<file path="src/rtl/cdce_pkg.sv">
// -----------------------------------------------------------------------------
// cdce_pkg
// Shared definitions for the CDCE configuration path (command shifter and
// serial readback receiver).
//   cdce_state_t : FSM state encoding. It is 3 bits wide so that it matches the
//                  command shifter.
//   CDCE_WORD_W  : native control-port word length.
//   CDCE_ADDR_W  : width of the register address field in bits [3:0].
// -----------------------------------------------------------------------------
package cdce_pkg;

    localparam int CDCE_WORD_W = 32;
    localparam int CDCE_ADDR_W = 4;

    typedef enum logic [2:0] {
        IDLE  = 3'd0,
        ARM   = 3'd1,
        SHIFT = 3'd2,
        DONE  = 3'd3
    } cdce_state_t;

endpackage

</file>
<file path="src/rtl/cdce_serial_in_if.sv">
// -----------------------------------------------------------------------------
// cdce_serial_in_if
// Request/result bundle of the CDCE readback receiver.
//   enable, start_transaction, expected_addr : requester -> receiver
//   parallel_output, data_valid,
//   transaction_done, addr_error             : receiver -> requester
// Modports: master (requester side) and slave (receiver side).
// -----------------------------------------------------------------------------
interface cdce_serial_in_if #(
    parameter int WIDTH = cdce_pkg::CDCE_WORD_W
);
    import cdce_pkg::*;

    logic                   enable;
    logic                   start_transaction;
    logic [CDCE_ADDR_W-1:0] expected_addr;
    logic [WIDTH-1:0]       parallel_output;
    logic                   data_valid;
    logic                   transaction_done;
    logic                   addr_error;

    modport master (
        output enable,
        output start_transaction,
        output expected_addr,
        input  parallel_output,
        input  data_valid,
        input  transaction_done,
        input  addr_error
    );

    modport slave (
        input  enable,
        input  start_transaction,
        input  expected_addr,
        output parallel_output,
        output data_valid,
        output transaction_done,
        output addr_error
    );

endinterface

</file>
<file path="src/rtl/cdce_shiftin_reg.sv">
// -----------------------------------------------------------------------------
// cdce_shiftin_reg
// A WIDTH-bit serial-in, parallel-out shift register that shifts left with the
// new bit entering at the LSB.
// Ports:
//   clk, reset_n : clock, asynchronous active-low clear
//   shift_en     : shift din in on this rising edge
//   din          : serial input
//   word         : {stored bits, din}, which is the word including the bit
//                  currently on din
// Only WIDTH-1 bits are stored. The newest bit is taken straight from din, so
// on the final sampling edge `word` already holds the complete received word.
// -----------------------------------------------------------------------------
module cdce_shiftin_reg #(
    parameter int WIDTH = cdce_pkg::CDCE_WORD_W
) (
    input  logic             clk,
    input  logic             reset_n,
    input  logic             shift_en,
    input  logic             din,
    output logic [WIDTH-1:0] word
);

    logic [WIDTH-2:0] hist_q;

    assign word = {hist_q, din};

    always_ff @(posedge clk or negedge reset_n) begin
        if (!reset_n) begin
            hist_q <= '0;
        end else if (shift_en) begin
            hist_q <= word[WIDTH-2:0];
        end
    end

endmodule

</file>
<file path="src/rtl/cdce_serial_in.sv">
// -----------------------------------------------------------------------------
// cdce_serial_in
// CDCE control-port readback receiver. On an accepted start it drops cs_n,
// waits CAPTURE_DELAY cycles and then samples WIDTH bits MSB-first from miso.
// It then presents the word with a one-cycle data_valid pulse.
// Parameters:
//   WIDTH         : readback word length, 8..32
//   CAPTURE_DELAY : ARM cycles before the first sample, 1..15
// Ports:
//   clk, reset_n  : clock, asynchronous active-low reset
//   miso          : serial data from the device
//   cs_n          : registered active-low chip select
//   bus (slave)   : enable, start_transaction, expected_addr in;
//                   parallel_output, data_valid, transaction_done, addr_error out
// Build option: CDCE_SERIAL_IN_ADDR_CHECK_EN adds the address check on
// bits [3:0]. Without this option, addr_error is tied to 0.
// -----------------------------------------------------------------------------
module cdce_serial_in
    import cdce_pkg::*;
#(
    parameter int WIDTH         = CDCE_WORD_W,
    parameter int CAPTURE_DELAY = 1
) (
    input  logic            clk,
    input  logic            reset_n,
    input  logic            miso,
    output logic            cs_n,
    cdce_serial_in_if.slave bus
);

    localparam int BIT_CNT_W = $clog2(WIDTH);
    localparam int ARM_CNT_W = 4;

    cdce_state_t          state_q;
    cdce_state_t          state_d;
    logic [ARM_CNT_W-1:0] arm_cnt_q;
    logic [BIT_CNT_W-1:0] bit_cnt_q;
    logic                 accept;
    logic                 shift_en;
    logic                 last_bit;
    logic [WIDTH-1:0]     rx_word;
    logic [WIDTH-1:0]     par_out_q;
    logic                 data_valid_q;
    logic                 done_q;

    // State register
    always_ff @(posedge clk or negedge reset_n) begin
        if (!reset_n) begin
            state_q <= IDLE;
        end else begin
            state_q <= state_d;
        end
    end

    // Next-state logic. Once a transaction has left IDLE it always runs to DONE.
    always_comb begin
        state_d = state_q;
        unique case (state_q)
            IDLE:    if (bus.start_transaction && bus.enable) state_d = ARM;
            ARM:     if (arm_cnt_q == '0) state_d = SHIFT;
            SHIFT:   if (bit_cnt_q == '0) state_d = DONE;
            DONE:    state_d = IDLE;
            default: state_d = IDLE;
        endcase
    end

    // FSM outputs
    always_comb begin
        accept   = (state_q == IDLE) && bus.start_transaction && bus.enable;
        shift_en = (state_q == SHIFT);
        last_bit = (state_q == SHIFT) && (bit_cnt_q == '0);
    end

    // ARM delay counter and SHIFT bit counter. The bit counter is loaded on
    // the ARM->SHIFT edge, so that it reads WIDTH-1 during the first sample.
    always_ff @(posedge clk or negedge reset_n) begin
        if (!reset_n) begin
            arm_cnt_q <= '0;
            bit_cnt_q <= '0;
        end else begin
            if (accept) begin
                arm_cnt_q <= ARM_CNT_W'(CAPTURE_DELAY - 1);
            end else if ((state_q == ARM) && (arm_cnt_q != '0)) begin
                arm_cnt_q <= arm_cnt_q - ARM_CNT_W'(1);
            end

            if ((state_q == ARM) && (arm_cnt_q == '0)) begin
                bit_cnt_q <= BIT_CNT_W'(WIDTH - 1);
            end else if (shift_en && (bit_cnt_q != '0)) begin
                bit_cnt_q <= bit_cnt_q - BIT_CNT_W'(1);
            end
        end
    end

    cdce_shiftin_reg #(
        .WIDTH (WIDTH)
    ) u_shiftin (
        .clk      (clk),
        .reset_n  (reset_n),
        .shift_en (shift_en),
        .din      (miso),
        .word     (rx_word)
    );

    // Output registers. They are loaded on the edge that enters DONE, so the
    // word, data_valid and transaction_done are all visible during DONE.
    // cs_n follows the next state, so it is low in ARM and SHIFT and its reset
    // value takes effect immediately.
    always_ff @(posedge clk or negedge reset_n) begin
        if (!reset_n) begin
            cs_n         <= 1'b1;
            par_out_q    <= '0;
            data_valid_q <= 1'b0;
            done_q       <= 1'b0;
        end else begin
            cs_n         <= !((state_d == ARM) || (state_d == SHIFT));
            data_valid_q <= last_bit;
            if (last_bit) begin
                par_out_q <= rx_word;
                done_q    <= 1'b1;
            end else if (accept) begin
                done_q    <= 1'b0;
            end
        end
    end

    assign bus.parallel_output  = par_out_q;
    assign bus.data_valid       = data_valid_q;
    assign bus.transaction_done = done_q;

`ifdef CDCE_SERIAL_IN_ADDR_CHECK_EN
    logic [CDCE_ADDR_W-1:0] exp_addr_q;
    logic                   addr_err_q;

    // The expected address is frozen at accept, so later changes on the input
    // cannot affect a transaction that is already in flight.
    always_ff @(posedge clk or negedge reset_n) begin
        if (!reset_n) begin
            exp_addr_q <= '0;
            addr_err_q <= 1'b0;
        end else begin
            if (accept) begin
                exp_addr_q <= bus.expected_addr;
            end
            if (last_bit) begin
                addr_err_q <= (rx_word[CDCE_ADDR_W-1:0] != exp_addr_q);
            end
        end
    end

    assign bus.addr_error = addr_err_q;
`else
    logic unused_expected_addr;
    assign unused_expected_addr = ^bus.expected_addr;
    assign bus.addr_error       = 1'b0;
`endif

endmodule
</file>
<file path="src/flat_wrapper.sv">
// flat-port wrapper written by rule: the top's interface ports become plain ports
module cdce_serial_in_flat import cdce_pkg::*;
#(
    parameter int WIDTH         = CDCE_WORD_W,
    parameter int CAPTURE_DELAY = 1
)
  (clk, reset_n, miso, cs_n, bus_enable, bus_start_transaction, bus_expected_addr, bus_parallel_output, bus_data_valid, bus_transaction_done, bus_addr_error);
  cdce_serial_in_if #(.WIDTH(WIDTH)) bus_i ();
  input  logic clk;
  input  logic reset_n;
  input  logic miso;
  output logic cs_n;
  input wire logic [$bits(bus_i.enable)-1:0] bus_enable;
  input wire logic [$bits(bus_i.start_transaction)-1:0] bus_start_transaction;
  input wire logic [$bits(bus_i.expected_addr)-1:0] bus_expected_addr;
  output wire logic [$bits(bus_i.parallel_output)-1:0] bus_parallel_output;
  output wire logic [$bits(bus_i.data_valid)-1:0] bus_data_valid;
  output wire logic [$bits(bus_i.transaction_done)-1:0] bus_transaction_done;
  output wire logic [$bits(bus_i.addr_error)-1:0] bus_addr_error;
  assign bus_i.enable = bus_enable;
  assign bus_i.start_transaction = bus_start_transaction;
  assign bus_i.expected_addr = bus_expected_addr;
  assign bus_parallel_output = bus_i.parallel_output;
  assign bus_data_valid = bus_i.data_valid;
  assign bus_transaction_done = bus_i.transaction_done;
  assign bus_addr_error = bus_i.addr_error;
  cdce_serial_in #(.WIDTH(WIDTH), .CAPTURE_DELAY(CAPTURE_DELAY)) u_core (.clk(clk), .reset_n(reset_n), .miso(miso), .cs_n(cs_n), .bus(bus_i));
endmodule
</file>
<file path="config.mk">
export PLATFORM = sky130hd
export DESIGN_NAME = cdce_serial_in_flat
export DESIGN_NICKNAME = d
export VERILOG_FILES = /design/src/rtl/cdce_pkg.sv /design/src/rtl/cdce_serial_in_if.sv /design/src/rtl/cdce_shiftin_reg.sv /design/src/rtl/cdce_serial_in.sv /design/src/flat_wrapper.sv
export SDC_FILE = /design/constraint.sdc
export NUM_CORES = 1
export LEC_CHECK = 0
export BUFFER_PORTS_ARGS = -buffer_cell sky130_fd_sc_hd__clkbuf_2
export CORE_MARGIN = 2
export CORE_UTILIZATION = 50
export CTS_CLUSTER_SIZE = 28
export DETAILED_ROUTE_END_ITERATION = 7
export PLACE_DENSITY = 0.71
export SLEW_MARGIN = 20
export SYNTH_ARGS = -nofsm -noshare
export SYNTH_HDL_FRONTEND = slang
export SYNTH_SLANG_ARGS = --single-unit
</file>
<file path="constraint.sdc">
create_clock -name clk -period 3.1 [get_ports clk]
set_input_delay 0.775 -clock clk [delete_from_list [all_inputs] [get_ports clk]]
set_output_delay 0.775 -clock clk [all_outputs]
set_load 0.03 [all_outputs]
</file>
==> impl_metrics.json <==
{
  "outcome": "complete, no violations",
  "finalInstanceArea_um2": 3591,
  "portBuffers": 39,
  "ctsHtreeMaxLevel": 3,
  "crit_path_end_kind": "flip-flop",
  "pwr_density_cell_nw_per_um2": 667.1,
  "power.switching_mw": 0.6332,
  "num_antenna_cells": 0,
  "yosysSeqAreaShare_pct": 62.99,
  "whs_path_depth": 2,
  "drt_iter0_drc": 106,
  "switching_share_pct": 26.43,
  "grt_pass1_wl_um": 8507,
  "dpl.hpwl_um": 3076,
  "internal-power_mw": 1.762,
  "dp_cells": 375,
  "ys_seq_elements": 78,
  "pwr-share-clk_pct": 37.2,
  "final_core_util_pct": 60.29,
  "relSlewSlack_pct": 37.73,
  "die_w_um": 82.75,
  "dieHeight_um": 82.75,
  "gp_congestion": 0.7551,
  "p_leak_nw": 1.967,
  "cts_setup_buffers": 0,
  "clockBufferDepth": 2,
  "via_per_inst": 5.159,
  "worstPathMaxFanout": 35,
  "vdd_drop_max_mv": 0.3639,
  "initial_core_util_pct": 52.06,
  "hold_viol_final": 0,
  "fin_crit_ps": 2293,
  "critPathRequiredTime_ps": 3340,
  "max_stage_delay_ps": 590,
  "syn_area_um2": 3100,
  "grt_overflow": 0,
  "syn_to_final_growth_pct": 15.82,
  "fin_cells": 390,
  "synthDistinctLibCells": 34,
  "numCtsBuffers": 9,
  "post_cts_resized": 0,
  "min_period_over_period_pct": 73.96,
  "yosysWarnings": 0,
  "synthCells": 271,
  "io-pin-count": 45,
  "core_area_um2": 5956,
  "setup_tns_ps": 0,
  "fp.dieArea_um2": 6847,
  "route.detailed.drc": 0,
  "finalSetupViolCount": 0,
  "firstDrtPassIters": 4,
  "wirelength_um": 5090,
  "clockRootBuffer": "clkbuf_8",
  "vias": 2012,
  "p_total_mw": 2.395,
  "grt_start_max_net_pins": 79,
  "combPwrFrac_pct": 12.9,
  "clk_latency_ps": 350,
  "fmax_mhz": 436.2,
  "clkTransAtPathRegs_ps": 80,
  "seq_power_share_pct": 50.0,
  "path_class": "reg2reg",
  "worstMarginPinSlew_ps": 934.0,
  "post_dp_cell_area_um2": 3356,
  "postCtsHoldBufs": 0,
  "cts.sinks": 78,
  "track_usage_pct": 16.98,
  "skew_ps": 7.366,
  "startpoint_type": "flip-flop",
  "holdCritPathClass": "reg2reg",
  "rsz0062_at_grt": "no",
  "crit_arrival_ps": 2530,
  "crit_chain": "inv_1 -> ha_1 -> nor4b_2 -> nand2_2 -> mux2_2",
  "nNetsFinal": 323,
  "drive_gt1_share_pct": 30.48,
  "crit_path_top_delay_cell": "nand2_2",
  "maxCapViolCount": 0,
  "antenna_found_initial": 0,
  "row_count": 28,
  "reg2reg_slack_ps": 810,
  "avgSynthCellArea_um2": 11.44,
  "grt_pass1_vias": 1875,
  "final_max_slew_viol_count": 0,
  "r2r.worst_path.cells": 5,
  "cts_tree": "yes",
  "routedWlPerCell_um": 13.05,
  "fillers": 499,
  "antenna_left": 0
}
[per-layer routing]
layer	track usage (%)	wire length, um	vias up
li1	-	-	972
met3	3.370	142	9
met5	0	0	-
met1	21.81	2362	1007
met4	11.31	136	0
met2	26.13	2449	24
[flip-flops by register name, summed over array words and instances, names as in the netlist]
name                         count
u_core.arm_cnt_q                 4
u_core.bit_cnt_q                 5
u_core.bus.data_valid            1
u_core.bus.parallel_output      32
u_core.bus.transaction_done      1
u_core.cs_n                      1
u_core.state_q                   3
u_core.u_shiftin.hist_q         31
[per-stage QoR]
stage	hold WS [ps]	worst slack (ps)
3_5_place_dp	478.6	818.7
5_1_grt	519.4	608.6
4_1_cts	497.4	787.0
6_report	491.3	807.3
2_1_floorplan	441.8	1402
3_3_place_gp	463.3	858.7
[cells in the mapped netlist (all sizes together)]
cell type | instances | area, um^2
a21oi | 3 | 15.01
a31o | 1 | 8.760
buf | 5 | 27.53
clkbuf | 7 | 26.28
conb | 1 | 3.750
dfrtp | 77 | 1927
dfstp | 1 | 26.28
ha | 3 | 37.54
inv | 5 | 18.77
mux2 | 32 | 360.4
mux2i | 2 | 20.02
nand2 | 98 | 370.4
nand2b | 2 | 12.51
nand3 | 6 | 30.03
nand3b | 1 | 7.510
nand4bb | 2 | 22.52
nor2 | 1 | 3.750
nor3 | 1 | 5.000
nor3b | 3 | 27.52
nor4b | 1 | 15.01
o211ai | 1 | 7.510
o21ai | 6 | 30.03
o22ai | 1 | 6.260
o311ai | 1 | 8.760
o31ai | 1 | 7.510
o32ai | 1 | 8.760
or3 | 2 | 12.51
or3b | 3 | 28.78
or4 | 2 | 15.01
or4b | 1 | 10.01
[cell families (layout without fill, tap and decap cells)]
family	after synthesis	count (layout)	share of synthesized area [%]
other	1	2	0.1209
and+or+nand+nor	123	123	18.08
AOI/OAI and AO/OA	15	15	2.987
buffers and inverters	17	60	2.341
adders and majority gates	3	3	1.211
muxes	34	34	12.27
DFF	78	78	62.99
[power groups by stage]
stage	registers [mW]	logic (mW)	clock network [mW]
after global placement	1.21	0.302	0
after global routing	1.21	0.357	0.947
after floorplan	1.22	0.214	0
final	1.20	0.308	0.890
after CTS	1.20	0.315	0.907
after detailed placement	1.21	0.312	0
[placed cells by master, fill, tap and decap left out, types with 2 or more instances in the layout]
| master | instances |
|---|---|
| a21oi_1 | 3 |
| buf_4 | 2 |
| bufinv_16 | 3 |
| clkbuf_2 | 38 |
| clkbuf_8 | 9 |
| conb_1 | 2 |
| dfrtp_1 | 77 |
| ha_1 | 3 |
| inv_1 | 5 |
| mux2_2 | 32 |
| mux2i_1 | 2 |
| nand2_1 | 97 |
| nand2b_1 | 2 |
| nand3_1 | 6 |
| nand4bb_1 | 2 |
| nor3b_1 | 2 |
| o21ai_0 | 6 |
| or3_1 | 2 |
| or3b_2 | 2 |
| or4_1 | 2 |
[critical path, delay by kind of cell (launching register included)]
family / cells / cell delay (ps)
simple gates: 2 / 1010
mux: 1 / 480
flops: 1 / 390
fa+ha+maj: 1 / 190
buf+inv: 1 / 100
[area by class of cell]
type                    count  area (um^2)  area share, %
inverters                   5        18.77         0.5226
well taps                  75        93.84          2.613
repair buffers             40        205.2          5.714
multi-input cells         177         1085          30.21
flip-flops and latches     78         1953          54.39
clock inverters             6        111.4          3.101
clock buffers               9        123.9          3.449
[worst paths after layout]
check | start | to
worst max register to register | u_core.bit_cnt_q[0] | u_core.bus.parallel_output[13]
min in group asynchronous | reset_n | u_core.bus.parallel_output[29]
worst min register to register | u_core.u_shiftin.hist_q[30] | u_core.u_shiftin.hist_q[30]
worst max-delay path | u_core.bit_cnt_q[0] | u_core.bus.parallel_output[13]
max in group asynchronous | reset_n | u_core.bit_cnt_q[3]
worst min-delay path | u_core.u_shiftin.hist_q[30] | u_core.u_shiftin.hist_q[30]
No activity file was read; power rests on OpenSTA's default activity.
